===== src/rtl/uart_arb_pkg.sv =====
// uart_arb_pkg: FSM states and default sizes shared by the UART transmit arbiter.
package uart_arb_pkg;
    typedef enum logic [1:0] {IDLE, START, WAIT_ACK, WAIT_DONE} arb_state_t;
    localparam int DEF_DATA_W      = 8;
    localparam int DEF_ACK_TIMEOUT = 16;
    localparam int STATS_W         = 16;
endpackage


===== src/rtl/rr_arb2.sv =====
// rr_arb2: two-way round-robin picker; on a tie the requester not served last wins.
module rr_arb2 (
    input  logic [1:0] valid,
    input  logic       last,
    output logic [1:0] sel
);
    always_comb sel = (valid == 2'b11) ? (last ? 2'b01 : 2'b10) : valid;
endmodule


===== src/rtl/uart_tx_arbiter.sv =====
// uart_tx_arbiter: shares one UART transmitter between two byte requesters, round-robin.
// Define UART_ARB_STATS_EN to add per-requester accepted-frame counters cnt0_o/cnt1_o.
module uart_tx_arbiter
    import uart_arb_pkg::*;
#(
    parameter int DATA_W      = DEF_DATA_W,
    parameter int ACK_TIMEOUT = DEF_ACK_TIMEOUT
) (
    input  logic               clk_i,
    input  logic               rst_i,
    input  logic [1:0]         req_valid_i,
    input  logic [DATA_W-1:0]  req0_data_i,
    input  logic [DATA_W-1:0]  req1_data_i,
    output logic [1:0]         req_ready_o,
    output logic [DATA_W-1:0]  tx_data_o,
    output logic               tx_start_o,
    input  logic               tx_busy_i,
    output logic [1:0]         grant_o,
`ifdef UART_ARB_STATS_EN
    output logic [STATS_W-1:0] cnt0_o,
    output logic [STATS_W-1:0] cnt1_o,
`endif
    output logic               err_o
);
    localparam int TW = $clog2(ACK_TIMEOUT + 1);

    arb_state_t        r_state, w_next;
    logic [TW-1:0]     r_tmo;
    logic              r_last, r_err, w_timeout;
    logic [1:0]        w_sel, w_acc, r_grant;
    logic [DATA_W-1:0] r_data;

    rr_arb2 u_rr (.valid(req_valid_i), .last(r_last), .sel(w_sel));

    always_comb begin
        req_ready_o = (r_state == IDLE && !tx_busy_i) ? w_sel : 2'b00;
        w_acc       = req_valid_i & req_ready_o;
        w_timeout   = r_state == WAIT_ACK && !tx_busy_i && r_tmo == TW'(ACK_TIMEOUT - 1);
        w_next      = r_state;
        case (r_state)
            IDLE:      w_next = |w_acc ? START : IDLE;
            START:     w_next = WAIT_ACK;
            WAIT_ACK:  w_next = tx_busy_i ? WAIT_DONE : (w_timeout ? IDLE : WAIT_ACK);
            WAIT_DONE: w_next = tx_busy_i ? WAIT_DONE : IDLE;
            default:   w_next = IDLE;
        endcase
    end

    always_ff @(posedge clk_i or negedge rst_i) begin
        if (!rst_i) r_state <= IDLE;
        else        r_state <= w_next;
    end

    // r_last = 1 means requester 1 was served last, so requester 0 wins the first tie
    always_ff @(posedge clk_i or negedge rst_i) begin
        if (!rst_i) begin
            r_data  <= '0;
            r_grant <= '0;
            r_err   <= 1'b0;
            r_tmo   <= '0;
            r_last  <= 1'b1;
        end else begin
            r_err <= w_timeout;
            r_tmo <= (r_state == WAIT_ACK) ? r_tmo + 1'b1 : '0;
            if (|w_acc) begin
                r_data  <= w_acc[1] ? req1_data_i : req0_data_i;
                r_grant <= w_acc;
                r_last  <= w_acc[1];
            end else if (w_next == IDLE) begin
                r_grant <= '0;
            end
        end
    end

    assign tx_data_o  = r_data;
    assign tx_start_o = r_state == START;
    assign grant_o    = r_grant;
    assign err_o      = r_err;

`ifdef UART_ARB_STATS_EN
    logic [STATS_W-1:0] r_cnt0, r_cnt1;
    always_ff @(posedge clk_i or negedge rst_i) begin
        if (!rst_i) begin
            r_cnt0 <= '0;
            r_cnt1 <= '0;
        end else begin
            if (w_acc[0]) r_cnt0 <= r_cnt0 + 1'b1;
            if (w_acc[1]) r_cnt1 <= r_cnt1 + 1'b1;
        end
    end
    assign cnt0_o = r_cnt0;
    assign cnt1_o = r_cnt1;
`endif
endmodule

===== config.mk =====
export PLATFORM = sky130hd
export DESIGN_NAME = uart_tx_arbiter
export DESIGN_NICKNAME = d
export VERILOG_FILES = /design/src/rtl/uart_arb_pkg.sv /design/src/rtl/rr_arb2.sv /design/src/rtl/uart_tx_arbiter.sv
export SDC_FILE = /design/constraint.sdc
export NUM_CORES = 1
export LEC_CHECK = 0
export ABC_CLOCK_PERIOD_IN_PS = 2750
export BUFFER_PORTS_ARGS = -buffer_cell sky130_fd_sc_hd__buf_2
export CAP_MARGIN = 20
export CORE_UTILIZATION = 50
export DETAILED_ROUTE_END_ITERATION = 10
export PLACE_DENSITY_LB_ADDON = 0.08
export SLEW_MARGIN = 10
export SYNTH_ARGS = -nofsm -noshare
export SYNTH_HDL_FRONTEND = slang
export SYNTH_SLANG_ARGS = --single-unit

===== constraint.sdc =====
create_clock -name clk_i -period 2.75 [get_ports clk_i]
set_clock_uncertainty 0.1 [all_clocks]
set_input_delay 0.275 -clock clk_i [delete_from_list [all_inputs] [get_ports clk_i]]
set_output_delay 0.275 -clock clk_i [all_outputs]
set_load 0.05 [all_outputs]

Word-level counts from Yosys, hierarchy flattened
Cells that the tools add are included.
{"block": "classes", "addsub": 1, "n_eq_ne": 5, "mux": 12, "n_bitwise": 1, "n_reduce_logical": 8}
{"op": "2-bit two-way mux", "n": 8}
{"op": "8-bit two-way mux", "n": 1}
{"op": "2-bit case mux with 4 select lines", "n": 1}
{"op": "2-bit == test (second input constant)", "n": 3}
{"op": "5-bit by 1-bit adder with 5-bit output (second input constant)", "n": 1}
{"op": "5-bit by 4-bit == test with 1-bit output (second input constant)", "n": 1}
{"op": "5-bit two-way mux", "n": 1}
{"op": "2-bit zero test", "n": 2}
{"op": "1-bit logical AND", "n": 3}
{"op": "2-bit bitwise AND", "n": 1}
{"op": "2-bit by 1-bit == test with 1-bit output (second input constant)", "n": 1}
{"op": "2-bit nonzero test", "n": 1}
{"op": "2-bit OR reduction", "n": 1}
{"op": "1-bit zero test", "n": 1}
{"op": "1-bit two-way mux", "n": 1}
{"block": "word_totals", "regBits": 19, "in_bits": 21, "wordCells": 33}

Logic depth before layout (Yosys ltp)
{"block": "depth", "ltp_word": 10, "depth_mapped": 6}

Cells and area by module
A second synthesis with hierarchy kept.
{"block": "unflattened", "cells_unflattened": 81, "hier_area_um2": 937.1}
{"module": "uart_tx_arbiter", "instances": 1, "cells_per_inst": 78, "area_per_inst_um2": 918.4, "seq_area_each_um2": 476.7}
{"module": "rr_arb2", "instances": 1, "cells_per_inst": 3, "area_per_inst_um2": 18.8, "seq_area_each_um2": 0.0}

Least setup slack after synthesis
No wires, ideal clock.
{"block": "synth_path", "kind": "register to output", "startpoint": "reg r_last", "endpoint": "out req_ready_o[0]", "arrival_time_ns": 1.234, "t_required_ns": 2.375, "path_slack_ns": 1.141, "stages_incl_launch_ff": 5, "path_buffers": 1, "cell_sequence": "dfstp_2 -> nor2b_1 -> buf_4 -> nand3b_1 -> inv_1"}
{"block": "synth_via", "elab_chain_cells": 3}
{"item": "start, declared", "line_no": "uart_tx_arbiter.sv:29", "rtl": "logic r_last, r_err, w_timeout;"}
{"item": "start signal, assigned", "line_no": "uart_tx_arbiter.sv:68", "rtl": "r_last <= w_acc[1];"}
{"item": "2-bit two-way mux (2 in a row)", "line_no": "rr_arb2.sv:7", "rtl": "always_comb sel = (valid == 2'b11) ? (last ? 2'b01 : 2'b10) : valid;"}
{"item": "2-bit two-way mux", "line_no": "uart_tx_arbiter.sv:36", "rtl": "req_ready_o = (r_state == IDLE && !tx_busy_i) ? w_sel : 2'b00;"}
{"item": "end, declared", "line_no": "uart_tx_arbiter.sv:14", "rtl": "output logic [1:0] req_ready_o,"}
No other way between the ends.

Worst setup path in the final report
{"block": "layout_path", "startpoint": "reg r_state[1]", "endpoint": "out req_ready_o[1]"}
{"block": "layout_via", "elab_chain_cells": 3}
{"item": "start, declared", "line_no": "uart_tx_arbiter.sv:27", "rtl": "arb_state_t r_state, w_next;"}
{"item": "start signal, assigned", "line_no": "uart_tx_arbiter.sv:51", "rtl": "else r_state <= w_next;"}
{"item": "2-bit zero test", "line_no": "uart_tx_arbiter.sv:36"}
{"item": "1-bit logical AND", "line_no": "uart_tx_arbiter.sv:36"}
{"item": "2-bit two-way mux", "line_no": "uart_tx_arbiter.sv:36"}
No other way between the ends.

==> results.md <==
* Status: complete, no violations
* Yosys reg bits at 19
* Slowest CP cell: and3_1
* Worst vdd ir at 0.673 mV
* Die width at 44.4 um
* RSZ-0062 raised after global routing: false
* Ranking of synthesized cells by area: dfrtp_1, nor3_2, a221o_1
* First drt pass iteration count at 4
* Diode count at 0
* Post-cts sizing count at 0
* Syn nets at 104
* Worst Hold Class: primary input to register
* Most frequent cells in the layout: buf_2, dfrtp_1, nand2_1
* Post-layout util at 0.701
* Max-slew violation count at 0
* WL/cell at 12.6 um
* DRC at 0
* WL final at 1780 um
* Vias in the first global route at 717
* ANT nets after route at 0
* LEAKAGE at 0.570 nW
* Vias post-DR at 717
* Syn Inst Count at 81
* Sink Count at 19
* Synthesized area at 901 um2
* Least-Margin Pin Slew at 436 ps
* Max-slew headroom at 0.710
* Area fraction of the dominant cell type after synthesis at 0.500
* Cell Pwr Density at 1070 nW/um2
* Vias per inst at 5.09
* Row count at 14
* Die Ht at 44.4 um
* Post-synth EDFFs at 0
* CP required at 2380 ps
* Count of cell types in the netlist at 27
* Layout Nets at 141
* GR Overflow Total at 0
* IO Count at 35
* Commonest register cell after synthesis: dfrtp_1
* Global-route wire length before repair at 3030 um
* Core Area at 1590 um2
* Final Cycle Share at 0.802
* Worst Path Class, Setup: register to output pin
* Worst-path cell chain: nor3_2 -> and3_1 -> buf_2
* Hold bufs inserted after CTS at 1
* Worst Setup Slack, final at 545 ps
* Placed wire-length estimate at 1320 um
* Worst Setup Start Kind: register
* Total Routing Usage GR at 0.213
* Min Tclk post-route at 2200 ps
* Area Growth Syn to Fin at 24.0%
* Sequential share of the synthesized area at 0.529
* Post-synth ARST share at 1.00
* Cts bufs inserted at 3
* Initial Util at 0.565
* Initial DRC count at 9
* Max Cap Viol at 0
* Worst path max stage delay at 470 ps
* Final Wtd Congestion at 0.722
* Fraction of layout cells with a size suffix above 1 at 0.427
* Sum Neg Setup Slack at 0 ps
* CTS max path bufs at 2
* Worst-path fanout max at 11
* Root Buffer: clkbuf_4
* # setup viols final at 0
* CTS tree: yes
* H-Tree Depth at 1
* Post-CTS setup buffers at 0
* Largest net degree at the start of global routing at 20
* Cell taking the most area after synthesis: dfrtp_1
* Final hold vios at 0
* Commonest non-fill, non-tap cell in the layout: buf_2
* Post-Syn Area per Cell at 11.1 um2
* Yosys warning total at 0
* Port-buffer cells at 34
* Pre-CTS worst setup slack at 886 ps
* Fmax at 0.454 GHz
* Endpoint class of the critical path: output pin
* Initial antenna violation count at 0
* Worst-Skew Late Latency at 290 ps
* Worst-path clk slew at 100 ps
* Die footprint at 1980 um2
* CP arrival at 1830 ps
-- metrics by stage --
step / total power [mW] / instance area (um2) / instances / hold WS, ps
CTS: 1.21 / 1120 / 141 / 75.2
floorplan: 0.928 / 901 / 81 / -121
detailed placement: 1.06 / 1080 / 136 / 137
global route: 1.27 / 1120 / 141 / 82.6
global placement: 1.05 / 1080 / 136 / 132
finish: 1.19 / 1120 / 141 / 90.4
-- synthesized netlist by cell type, drive strengths merged (2+ instances only) --
| master | number |
|---|---|
| dfrtp | 18 |
| nor3 | 9 |
| o21bai | 2 |
| and3 | 2 |
| o21ai | 2 |
| a221o | 8 |
| inv | 6 |
| buf | 3 |
| ha | 2 |
| nor2 | 5 |
| nand2 | 11 |
-- worst max-delay path, delay by kind of cell, from the launching register on --
family	cells	cell delay, ps
AND/OR/NAND/NOR	2	760
buffers and inverters	1	350
flip-flops	1	440
-- kinds of logic after synthesis --
| logic type | count (synthesis) | synth area share |
|---|---|---|
| simple gates | 34 | 0.233 |
| flops | 19 | 0.529 |
| compound gates | 14 | 0.135 |
| buf+inv | 10 | 0.0555 |
| xor+xnor | 2 | 0.0194 |
| fa+ha+maj | 2 | 0.0278 |
-- metal layers --
metal / up-vias / global-route usage / wire length [um]
li1: 351 / - / -
met1: 343 / 0.253 / 809
met2: 19 / 0.374 / 867
met3: 4 / 0.0408 / 77
met4: 0 / 0.0909 / 23
met5: - / 0 / 0
-- area by class of cell --
| type | instances | area (um2) |
|---|---|---|
| clock buffers | 4 | 26.3 |
| flip-flops and latches | 19 | 477 |
| repair buffers | 36 | 188 |
| fillers | 137 | 477 |
| inverters | 6 | 22.5 |
| multi-input cells | 52 | 374 |
| well taps | 24 | 30.0 |
-- flip-flops by register name, summed over array words and instances, names as in the netlist --
register   cells
tx_data_o      8
r_last         1
err_o          1
r_state        2
r_tmo          5
grant_o        2
-- power breakdown --
group	internal, mW	total, mW	switching (mW)
clock network	0.0564	0.138	0.0814
logic	0.174	0.603	0.428
registers	0.386	0.452	0.0661
total	0.616	1.19	0.576
-- worst paths after layout --
check                      startpoint             end  slack [ps]  depth (start not counted)
setup / recovery           r_state[1]  req_ready_o[1]         550                          3
hold / removal              tx_busy_i           err_o          90                          2
setup reg to reg             r_tmo[0]      grant_o[0]        1140                          6
hold reg to reg              r_tmo[0]        r_tmo[0]         370                          1
max in group asynchronous       rst_i          r_last        1890                          2
min in group asynchronous       rst_i    tx_data_o[4]         340                          2
(Power assumes the default switching activity.)
